[config.mk]
export PLATFORM = sky130hd
export DESIGN_NAME = switch_capture_flat
export DESIGN_NICKNAME = d
export VERILOG_FILES = /design/src/rtl/switch_capture_if.sv /design/src/rtl/switch_capture.sv /design/src/flat_wrapper.sv
export SDC_FILE = /design/constraint.sdc
export NUM_CORES = 1
export LEC_CHECK = 0
export ABC_AREA = 1
export CORE_MARGIN = 10
export CORE_UTILIZATION = 34
export DETAILED_ROUTE_END_ITERATION = 8
export PLACE_DENSITY = 0.54
export SLEW_MARGIN = 20
export SYNTH_ARGS = -nofsm -noshare
export SYNTH_HDL_FRONTEND = slang
export SYNTH_SLANG_ARGS = --single-unit
export TNS_END_PERCENT = 5
[constraint.sdc]
create_clock -name clk -period 3.7 [get_ports clk]
set_clock_uncertainty 0.15 [all_clocks]
set_input_delay 1.11 -clock clk [delete_from_list [all_inputs] [get_ports clk]]
set_output_delay 1.11 -clock clk [all_outputs]
set_load 0.02 [all_outputs]
[src/rtl/switch_capture_if.sv]
// Board/CPU side bundle of the switch capture stage: raw pads in, IO read bus out.
// No storage; pure signal grouping.
// No flow control: the CPU read strobe is a single-cycle access.
interface switch_capture_if;
  logic [15:0] switchInput;
  logic        confirmBtn;
  logic [31:0] address;
  logic        ioRead;
  logic [15:0] dataIOInput;
  logic        valid;
  logic        overrun;

  // Board pads and CPU drive the inputs, observe read data and flags
  modport master (
    output switchInput, confirmBtn, address, ioRead,
    input  dataIOInput, valid, overrun
  );

  // The capture block consumes pads/bus and returns read data and flags
  modport slave (
    input  switchInput, confirmBtn, address, ioRead,
    output dataIOInput, valid, overrun
  );
endinterface

[src/rtl/switch_capture.sv]
// Syncs switches/button, debounces the button, snapshots switches once per confirmed press.
// Latency: capture 2 + DEBOUNCE_CYCLES cycles after a clean button rise; read data combinational.
// No backpressure: an unread snapshot is overwritten and flagged as overrun.
module switch_capture #(
  parameter logic [19:0] DEBOUNCE_CYCLES = 20'd1_000_000,
  parameter int          CNT_W           = 20,
  parameter logic [31:0] DATA_ADDR       = 32'hffff_fff4,
  parameter logic [31:0] STAT_ADDR       = 32'hffff_fff8
) (
  input  logic            clk,
  input  logic            rst,
  switch_capture_if.slave bus
);

  typedef enum logic [1:0] {IDLE, PRESS_DB, HELD, RELEASE_DB} state_t;

  localparam logic [CNT_W-1:0] CNT_LAST = CNT_W'(DEBOUNCE_CYCLES - 20'd1);

  logic             btn_s1, btn_s;
  logic [15:0]      sw_s1, sw_s;
  state_t           state, state_nxt;
  logic [CNT_W-1:0] cnt, cnt_nxt, cnt_inc;
  logic             capture;
  logic [15:0]      snapshot;
  logic             valid, overrun;
  logic             data_rd, stat_rd;

  // Two-flop synchronisers; only the second stage feeds any logic
  always_ff @(posedge clk or negedge rst) begin
    if (!rst) begin
      btn_s1 <= 1'b0;
      btn_s  <= 1'b0;
      sw_s1  <= '0;
      sw_s   <= '0;
    end else begin
      btn_s1 <= bus.confirmBtn;
      btn_s  <= btn_s1;
      sw_s1  <= bus.switchInput;
      sw_s   <= sw_s1;
    end
  end

  // Debounce counter never wraps past its terminal value
  assign cnt_inc = (cnt == CNT_LAST) ? cnt : cnt + 1'b1;

  // Debounce state and counter registers
  always_ff @(posedge clk or negedge rst) begin
    if (!rst) begin
      state <= IDLE;
      cnt   <= '0;
    end else begin
      state <= state_nxt;
      cnt   <= cnt_nxt;
    end
  end

  // Next-state logic: a level is accepted on the edge where the counter
  // steps onto its terminal value, so the IDLE cycle that first saw the new
  // level counts as one of the stable cycles.
  always_comb begin
    state_nxt = state;
    cnt_nxt   = cnt;
    capture   = 1'b0;
    case (state)
      IDLE: begin
        cnt_nxt = '0;
        if (btn_s) state_nxt = PRESS_DB;
      end
      PRESS_DB: begin
        if (!btn_s) begin
          cnt_nxt   = '0;
          state_nxt = IDLE;
        end else if (cnt_inc == CNT_LAST) begin
          cnt_nxt   = '0;
          state_nxt = HELD;
          capture   = 1'b1;
        end else begin
          cnt_nxt = cnt_inc;
        end
      end
      HELD: begin
        cnt_nxt = '0;
        if (!btn_s) state_nxt = RELEASE_DB;
      end
      RELEASE_DB: begin
        if (btn_s) begin
          cnt_nxt   = '0;
          state_nxt = HELD;
        end else if (cnt_inc == CNT_LAST) begin
          cnt_nxt   = '0;
          state_nxt = IDLE;
        end else begin
          cnt_nxt = cnt_inc;
        end
      end
      default: begin
        cnt_nxt   = '0;
        state_nxt = IDLE;
      end
    endcase
  end

  assign data_rd = bus.ioRead && (bus.address == DATA_ADDR);
  assign stat_rd = bus.ioRead && (bus.address == STAT_ADDR);

  // Snapshot and flags; a capture takes priority over a clearing read on the same edge
  always_ff @(posedge clk or negedge rst) begin
    if (!rst) begin
      snapshot <= '0;
      valid    <= 1'b0;
      overrun  <= 1'b0;
    end else begin
      if (capture) begin
        snapshot <= sw_s;
        valid    <= 1'b1;
      end else if (data_rd) begin
        valid <= 1'b0;
      end
      if (capture && valid) overrun <= 1'b1;
      else if (stat_rd)     overrun <= 1'b0;
    end
  end

  // Read mux is purely address-decoded; the strobe only drives clear-on-read
  always_comb begin
    bus.dataIOInput = 16'h0000;
    if (bus.address == DATA_ADDR)      bus.dataIOInput = snapshot;
    else if (bus.address == STAT_ADDR) bus.dataIOInput = {14'b0, overrun, valid};
  end

  assign bus.valid   = valid;
  assign bus.overrun = overrun;

endmodule

[src/flat_wrapper.sv]
// flat-port wrapper written by rule: the top's interface ports become plain ports
module switch_capture_flat 
#(
  parameter logic [19:0] DEBOUNCE_CYCLES = 20'd1_000_000,
  parameter int          CNT_W           = 20,
  parameter logic [31:0] DATA_ADDR       = 32'hffff_fff4,
  parameter logic [31:0] STAT_ADDR       = 32'hffff_fff8
)
  (clk, rst, bus_switchInput, bus_confirmBtn, bus_address, bus_ioRead, bus_dataIOInput, bus_valid, bus_overrun);
  switch_capture_if bus_i ();
  input  logic clk;
  input  logic rst;
  input wire logic [$bits(bus_i.switchInput)-1:0] bus_switchInput;
  input wire logic [$bits(bus_i.confirmBtn)-1:0] bus_confirmBtn;
  input wire logic [$bits(bus_i.address)-1:0] bus_address;
  input wire logic [$bits(bus_i.ioRead)-1:0] bus_ioRead;
  output wire logic [$bits(bus_i.dataIOInput)-1:0] bus_dataIOInput;
  output wire logic [$bits(bus_i.valid)-1:0] bus_valid;
  output wire logic [$bits(bus_i.overrun)-1:0] bus_overrun;
  assign bus_i.switchInput = bus_switchInput;
  assign bus_i.confirmBtn = bus_confirmBtn;
  assign bus_i.address = bus_address;
  assign bus_i.ioRead = bus_ioRead;
  assign bus_dataIOInput = bus_i.dataIOInput;
  assign bus_valid = bus_i.valid;
  assign bus_overrun = bus_i.overrun;
  switch_capture #(.DEBOUNCE_CYCLES(DEBOUNCE_CYCLES), .CNT_W(CNT_W), .DATA_ADDR(DATA_ADDR), .STAT_ADDR(STAT_ADDR)) u_core (.clk(clk), .rst(rst), .bus(bus_i));
endmodule
Yosys cells after proc, flatten, opt, wreduce, memory -nomap -nowiden
Index checks and enable logic that the tools add are counted.

Register bits after elaboration: 74. Bits of input ports: 52.

Reduce and logical (&&, ||, !) cells: 8. Equality and inequality tests: 11. Add/sub/neg operators: 1. Mux-type cells: 21.

Operators by type and width (count): $mux 20 (4); $eq 32x32->1 const B (2); $pmux 20 s3 (1); $eq 20x20->1 const B (2); $add 20x1->20 const B (1); $mux 16 (1); $mux 2 (7); $pmux 2 s4 (1); $mux 1 (7); $eq 2x2->1 const B (2); $reduce_and 4->1 (1); $reduce_bool 2->1 (2); $logic_and 1x1->1 (3); $ne 3x1->1 const B (1); $ne 3x3->1 const B (1); $eq 2x1->1 const B (1); $logic_not 2->1 (1); $ne 2x1->1 const B (1); $ne 2x2->1 const B (1); $reduce_or 2->1 (1).

Longest topological paths before layout
Gate-level depths: netlist of run 1.

Depth after elaboration: 8. Depth in mapped cells: 15.

Worst setup path before layout of run 1
OpenSTA, ideal clock, no wires.

Kind: input to output. From: in bus_address[23]. To: out bus_dataIOInput[10]. Path slack: -0.173 ns. Stages: 5. Data arrival time: 2.613 ns. Required time: 2.440 ns. Cell sequence: nand4_1 nor4_1 nand2_1 clkbuf_1 nor2_1.

Word-level cells in the longest chain between the ends: 2.

Ends and longest elaborated chain: from (decl) (RTL line flat_wrapper.sv:15) `input wire logic [$bits(bus_i.address)-1:0] bus_address;`; $eq 32x32->1 (RTL line switch_capture.sv:127) `if (bus.address == DATA_ADDR) bus.dataIOInput = snapshot;`; $mux 16 (RTL line switch_capture.sv:127); to (decl) (RTL line flat_wrapper.sv:17) `output wire logic [$bits(bus_i.dataIOInput)-1:0] bus_dataIOInput;`.

Every way passes these cells.

Final worst setup path of run 1
From: in bus_address[4]. To: out bus_dataIOInput[3].

The elaborated chain is that of the path after synthesis.

==> results.json, run 1 <==
{
  "ys_seq_area_share_pct": 54.8,
  "worst_slack_ps": 83.1,
  "setup_viol": 0,
  "cap_viol_max_count": 0,
  "totalWireLength_um": 8330,
  "crit_path_end": "bus_dataIOInput[3]",
  "hold_viol": 0,
  "grt_start_max_net_pins": 75,
  "avgSynthCellArea_um2": 8.62,
  "die_x_um": 120,
  "critical_path.cell_chain": "buf_6, nand4_1, or3_4, nor3_2, buf_4, nand2_4, buf_16, nor2_4, buf_6",
  "holdBufCountCts": 0,
  "leakagePower_nw": 2.05,
  "grt_use_total_pct": 11.9,
  "r2r_start": "u_core.cnt[0]$_DFF_PN0_",
  "cts_buffers": 9,
  "p_int_mw": 1.25,
  "coreArea_mm2": 0.00973,
  "pwr-share-comb_pct": 5.1,
  "stdcell_area_mm2": 0.00459,
  "status": "finished clean",
  "drtAntennaViolNets": 0,
  "post-route-drc-count": 0,
  "dp_hpwl_um": 5900,
  "fp.dieH_um": 120,
  "dieArea_mm2": 0.0143,
  "rows": 36,
  "timing.final.crit_share_pct": 97.8,
  "endpoint_kind": "output port",
  "antennaDiodeCount": 0,
  "area_growth_pct": 35.9,
  "path_clk_slew_ps": 80,
  "antenna_found_initial": 0,
  "ys_warn_count": 0,
  "io_pins": 70,
  "final_cells": 610,
  "crit_slowest_cell": "or3_4",
  "crit_path_start_kind": "input port",
  "path_max_fanout": 7,
  "hold_ws_ps": 201,
  "max_stage_delay_ps": 360,
  "synth_fp_nets": 445,
  "clkSinkCount": 74,
  "crit_cells": 9,
  "grt_pass1_wl_um": 14100,
  "drt_first_pass_iters": 4,
  "worstPathRequired_ps": 2440,
  "critPathTopFamily": "simple AND/OR/NAND/NOR gates",
  "drive_gt1_share_pct": 21.8,
  "hold_start": "u_core.sw_s1[3]$_DFF_PN0_",
  "p_per_area_mw_per_mm2": 348,
  "p_switching_uw": 348,
  "cts_root_buf": "clkbuf_8",
  "vias": 2807,
  "clock.fmax_mhz": 276,
  "worst_ir_drop_vdd_mv": 0.180,
  "grt_pass1_vias": 2811,
  "worstSetupPathType": "in2out",
  "synth.ff_latch_count": 74,
  "final_max_slew_viol_count": 0,
  "clock_latency_ps": 330,
  "slew_headroom_pct": 38.8,
  "arrival_ps": 2360,
  "cts_htree_levels": 3,
  "r2r_end": "u_core.cnt[13]$_DFF_PN0_",
  "place_ws_ps": -881,
  "min_path_type": "reg2reg",
  "placed_cell_area_mm2": 0.00424,
  "startpoint": "bus_address[4]",
  "clk_path_buf_depth": 2,
  "crit_buf_inv": 4,
  "rr_worst_depth": 12,
  "fin_util_pct": 47.2,
  "fin_crit_ps": 3620,
  "syn_area_mm2": 0.00338,
  "reg2reg_slack_ps": 790,
  "nNetsFinal": 525,
  "start_util_pct": 34.7,
  "via_per_inst": 4.60,
  "p_total_mw": 1.60,
  "synthCells": 392,
  "place.gp.congestion": 0.840,
  "synth_cell_types": 31,
  "seqPwrFrac_pct": 52.2,
  "routedWlPerCell_um": 13.7,
  "portBuffers": 69,
  "netSwitchingFraction_pct": 21.7,
  "pwr-share-clk_pct": 42.7,
  "fin_tns_setup_ps": 0,
  "worst_slew_pin_slew_ps": 918,
  "cts_tree": "yes",
  "cp_common_cell": "buf_6",
  "gr-total-overflow": 0,
  "drt-initial-drc-count": 129,
  "dp_cells": 592
}
==> layout by cell type, fill, tap and decap left out, drive strengths merged, types with 19 or more instances in the layout <==
cell / synthesis / layout
nand4: 31 / 31
inv: 46 / 47
clkdlybuf4s50: 0 / 20
clkbuf: 1 / 19
nand3: 24 / 24
nor2: 68 / 68
buf: 7 / 30
nand2: 106 / 106
dfrtp: 74 / 74
==> power by group through the flow <==
stage | combinational (mW) | clock (mW) | sequential, mW
3_3_place_gp | 0.0915 | 0 | 0.850
3_5_place_dp | 0.0928 | 0 | 0.851
4_1_cts | 0.0844 | 0.705 | 0.835
6_report | 0.0815 | 0.683 | 0.835
5_1_grt | 0.0916 | 0.738 | 0.837
2_1_floorplan | 0.0181 | 0 | 0.849
==> worst min path at each step <==
stage | to | slack, ps | cells past startpoint
2_1_floorplan | u_core.btn_s$_DFF_PN0_ | 180 | 0
3_3_place_gp | u_core.sw_s[2]$_DFF_PN0_ | 180 | 0
3_5_place_dp | u_core.sw_s[4]$_DFF_PN0_ | 190 | 0
4_1_cts | u_core.sw_s[1]$_DFF_PN0_ | 200 | 0
5_1_grt | u_core.sw_s[4]$_DFF_PN0_ | 210 | 0
6_report | u_core.sw_s[3]$_DFF_PN0_ | 200 | 0
==> timing repair <==
item,CTS,global route
setup buffers,1,0
pin swaps,13,10
setup endpoints to repair,16,16
gates resized for setup,161,38
gates cloned,1,0
endpoints found under the hold margin,0,0
==> registers in the layout, summed over array words and instances, names as in the netlist, named ones only <==
| name | count |
|---|---|
| u_core.btn_s | 1 |
| u_core.btn_s1 | 1 |
| u_core.bus.overrun | 1 |
| u_core.bus.valid | 1 |
| u_core.cnt | 20 |
| u_core.snapshot | 16 |
| u_core.state | 1 |
| u_core.sw_s | 16 |
| u_core.sw_s1 | 16 |
==> metal layers <==
metal | global-route usage (%) | routed length, µm | share of wire, % | vias up
met1 | 15.6 | 4020 | 48 | 1322
met4 | 4.68 | 97 | 1.2 | 0
met3 | 2.48 | 340 | 4.1 | 6
met2 | 19.0 | 3870 | 46 | 72
met5 | 0 | 0 | 0 | -
li1 | - | - | - | 1407
==> cell usage after synthesis, drive strengths merged <==
cell type	instances	area (µm²)
inv	46	173
nand4	31	209
ha	1	12.5
o21ai	4	23.8
nor3	3	20.0
nand3	24	148
clkbuf	1	3.75
nor2	68	300
xor2	4	35.0
xnor2	3	26.3
buf	7	52.5
or2	2	12.5
o21bai	2	15.0
nand2	106	410
nor4	2	12.5
dfrtp	74	1850
nand3b	1	7.51
a21oi	12	60.1
or3	1	6.26
==> worst reg2reg max path: cells and delay by family (launching register included) <==
kind                       cells  cell delay (ps)
AOI/OAI and AO/OA              1               90
adders and majority gates      1              230
and+or+nand+nor               10             1870
DFF                            1              420
==> logic make-up (layout without fill, tap and decap cells) <==
group | after synthesis | count (layout) | synth area share (%)
adder cells (fa/ha/maj) | 1 | 1 | 0.370
flip-flops | 74 | 74 | 54.8
XOR/XNOR | 7 | 7 | 1.81
AO/OA/AOI/OAI | 18 | 18 | 2.92
buffers and inverters | 54 | 139 | 6.77
AND/OR/NAND/NOR | 238 | 238 | 33.3
==> cell type report <==
type | count | area [µm²]
fill | 971 | 5140
sequential | 74 | 1850
tap | 133 | 166
clock inverter | 6 | 90.1
inverter | 46 | 173
timing repair buffer | 77 | 739
multi-input combinational | 264 | 1450
clock buffer | 10 | 128
(Power assumes the default switching activity.)
==> inputs of run 2 (changes only) <==
Settings changed: CTS_BUF_LIST set to sky130_fd_sc_hd__clkbuf_4 sky130_fd_sc_hd__clkbuf_8.
==> results.json, run 2 (synthesis results as in run 1) <==
{
  "status": "finished clean",
  "arrival_ps": 2360,
  "netSwitchingFraction_pct": 21.6,
  "clk_path_buf_depth": 2,
  "grt_start_max_net_pins": 75,
  "place_ws_ps": -881,
  "via_per_inst": 4.60,
  "drt-initial-drc-count": 129,
  "grt_pass1_wl_um": 14100,
  "cp_common_cell": "buf_6",
  "p_int_mw": 1.26,
  "dieArea_mm2": 0.0143,
  "worstSetupPathType": "in2out",
  "drive_gt1_share_pct": 22.0,
  "gr-total-overflow": 0,
  "cts_tree": "yes",
  "area_growth_pct": 36.0,
  "layout_commonest_cell": "nand2_1",
  "timing.final.crit_share_pct": 97.8,
  "r2r_start": "u_core.cnt[0]$_DFF_PN0_",
  "post-route-drc-count": 0,
  "place.gp.congestion": 0.840,
  "path_clk_slew_ps": 80,
  "p_switching_uw": 348,
  "p_per_area_mw_per_mm2": 350,
  "crit_path_end": "bus_dataIOInput[3]",
  "setup_viol": 0,
  "portBuffers": 69,
  "vias": 2807,
  "start_util_pct": 34.7,
  "largest_reg_flops": 20,
  "multi_input_area_mm2": 0.00145,
  "io_pins": 70,
  "grt_use_total_pct": 11.9,
  "leakagePower_nw": 2.05,
  "nNetsFinal": 525,
  "clock_latency_ps": 330,
  "fp.dieH_um": 120,
  "hold_viol": 0,
  "grt_pass1_vias": 2811,
  "placed_cell_area_mm2": 0.00424,
  "pwr-share-comb_pct": 5.1,
  "path_max_fanout": 7,
  "cts_buffers": 9,
  "cts_root_buf": "clkbuf_8",
  "final_max_slew_viol_count": 0,
  "cts_htree_levels": 3,
  "layout_common_cells": "100 x nand2_1, 74 x dfrtp_1, 42 x nor2_1",
  "reg2reg_slack_ps": 790,
  "dp_cells": 592,
  "drt_first_pass_iters": 4,
  "holdBufCountCts": 0,
  "pwr-share-clk_pct": 43.0,
  "r2r_end": "u_core.cnt[13]$_DFF_PN0_",
  "crit_slowest_cell": "or3_4",
  "rr_worst_depth": 12,
  "min_path_type": "reg2reg",
  "regArea_mm2": 0.00185,
  "clkSinkCount": 74,
  "cap_viol_max_count": 0,
  "totalWireLength_um": 8330,
  "worst_slack_ps": 83.1,
  "worstPathRequired_ps": 2440,
  "die_x_um": 120,
  "antenna_found_initial": 0,
  "crit_path_start_kind": "input port",
  "rows": 36,
  "endpoint_kind": "output port",
  "worst_ir_drop_vdd_mv": 0.180,
  "fin_util_pct": 47.2,
  "fill_cells": 971,
  "critical_path.cell_chain": "buf_6, nand4_1, or3_4, nor3_2, buf_4, nand2_4, buf_16, nor2_4, buf_6",
  "dp_hpwl_um": 5900,
  "fin_crit_ps": 3620,
  "startpoint": "bus_address[4]",
  "max_stage_delay_ps": 360,
  "slew_headroom_pct": 38.8,
  "routedWlPerCell_um": 13.7,
  "antennaDiodeCount": 0,
  "final_cells": 610,
  "regMostFlops": "u_core.cnt",
  "stdcell_area_mm2": 0.00460,
  "drtAntennaViolNets": 0,
  "coreArea_mm2": 0.00973,
  "seqPwrFrac_pct": 52.0,
  "worst_slew_pin_slew_ps": 918,
  "clock.fmax_mhz": 276
}
==> run 2: changes by cell type in the layout (fill, tap and decap cells not counted) <==
cell,change
clkbuf_4,+1
clkbuf_1,-1
==> run 2: timing repair <==
| item | CTS | global route |
|---|---|---|
| setup buffers | 1 | 0 |
| pin swaps | 13 | 10 |
| gates cloned | 1 | 0 |
| gates resized for setup | 161 | 38 |
| endpoints found under the setup margin | 16 | 16 |
==> run 2: through the flow <==
step	power (mW)	setup TNS (ps)	hold slack [ps]
2_1_floorplan	0.867	-463	181
3_3_place_gp	0.942	-12950	181
3_5_place_dp	0.944	-13190	186
4_1_cts	1.63	-44.5	203
5_1_grt	1.67	-2.63	206
6_report	1.61	0	201
==> run 2: power by group through the flow <==
stage / logic, mW / registers [mW] / clock network [mW]
4_1_cts: 0.0844 / 0.835 / 0.713
6_report: 0.0815 / 0.835 / 0.691
2_1_floorplan: 0.0181 / 0.849 / 0
3_3_place_gp: 0.0915 / 0.850 / 0
3_5_place_dp: 0.0928 / 0.851 / 0
5_1_grt: 0.0916 / 0.837 / 0.745
==> run 2: final cells by class <==
type / count / share of cell area [%]
clock inverter: 6 / 1.96
clock buffer: 10 / 2.86
inverter: 46 / 3.76
timing repair buffer: 77 / 16.1
sequential: 74 / 40.3
multi-input combinational: 264 / 31.4
tap: 133 / 3.62
==> run 2: layer usage <==
layer	vias to the layer above	GRT usage [%]	part of all wire, %
li1	1407	-	-
met1	1322	15.6	48
met2	72	19.0	46
met3	6	2.48	4.1
met4	0	4.68	1.2
met5	-	0	0
==> run 2: how the worst min path moves through the flow <==
| stage | startpoint | to | slack (ps) | depth (start not counted) |
|---|---|---|---|---|
| 3_3_place_gp | u_core.sw_s1[2]$_DFF_PN0_ | u_core.sw_s[2]$_DFF_PN0_ | 180 | 0 |
| 3_5_place_dp | u_core.sw_s1[4]$_DFF_PN0_ | u_core.sw_s[4]$_DFF_PN0_ | 190 | 0 |
| 6_report | u_core.sw_s1[3]$_DFF_PN0_ | u_core.sw_s[3]$_DFF_PN0_ | 200 | 0 |
| 4_1_cts | u_core.sw_s1[1]$_DFF_PN0_ | u_core.sw_s[1]$_DFF_PN0_ | 200 | 0 |
| 2_1_floorplan | u_core.btn_s1$_DFF_PN0_ | u_core.btn_s$_DFF_PN0_ | 180 | 0 |
| 5_1_grt | u_core.sw_s1[4]$_DFF_PN0_ | u_core.sw_s[4]$_DFF_PN0_ | 210 | 0 |
==> run 2: critical path, delay by kind of cell <==
family | cells | cell delay, ps
buffers and inverters | 4 | 490
and+or+nand+nor | 5 | 750
==> inputs of run 3 (changes only) <==
Settings changed: CTS_CLUSTER_DIAMETER set to 120.
==> results of run 3 <==
Final layout, timing and power as in run 2 (identical DEF).
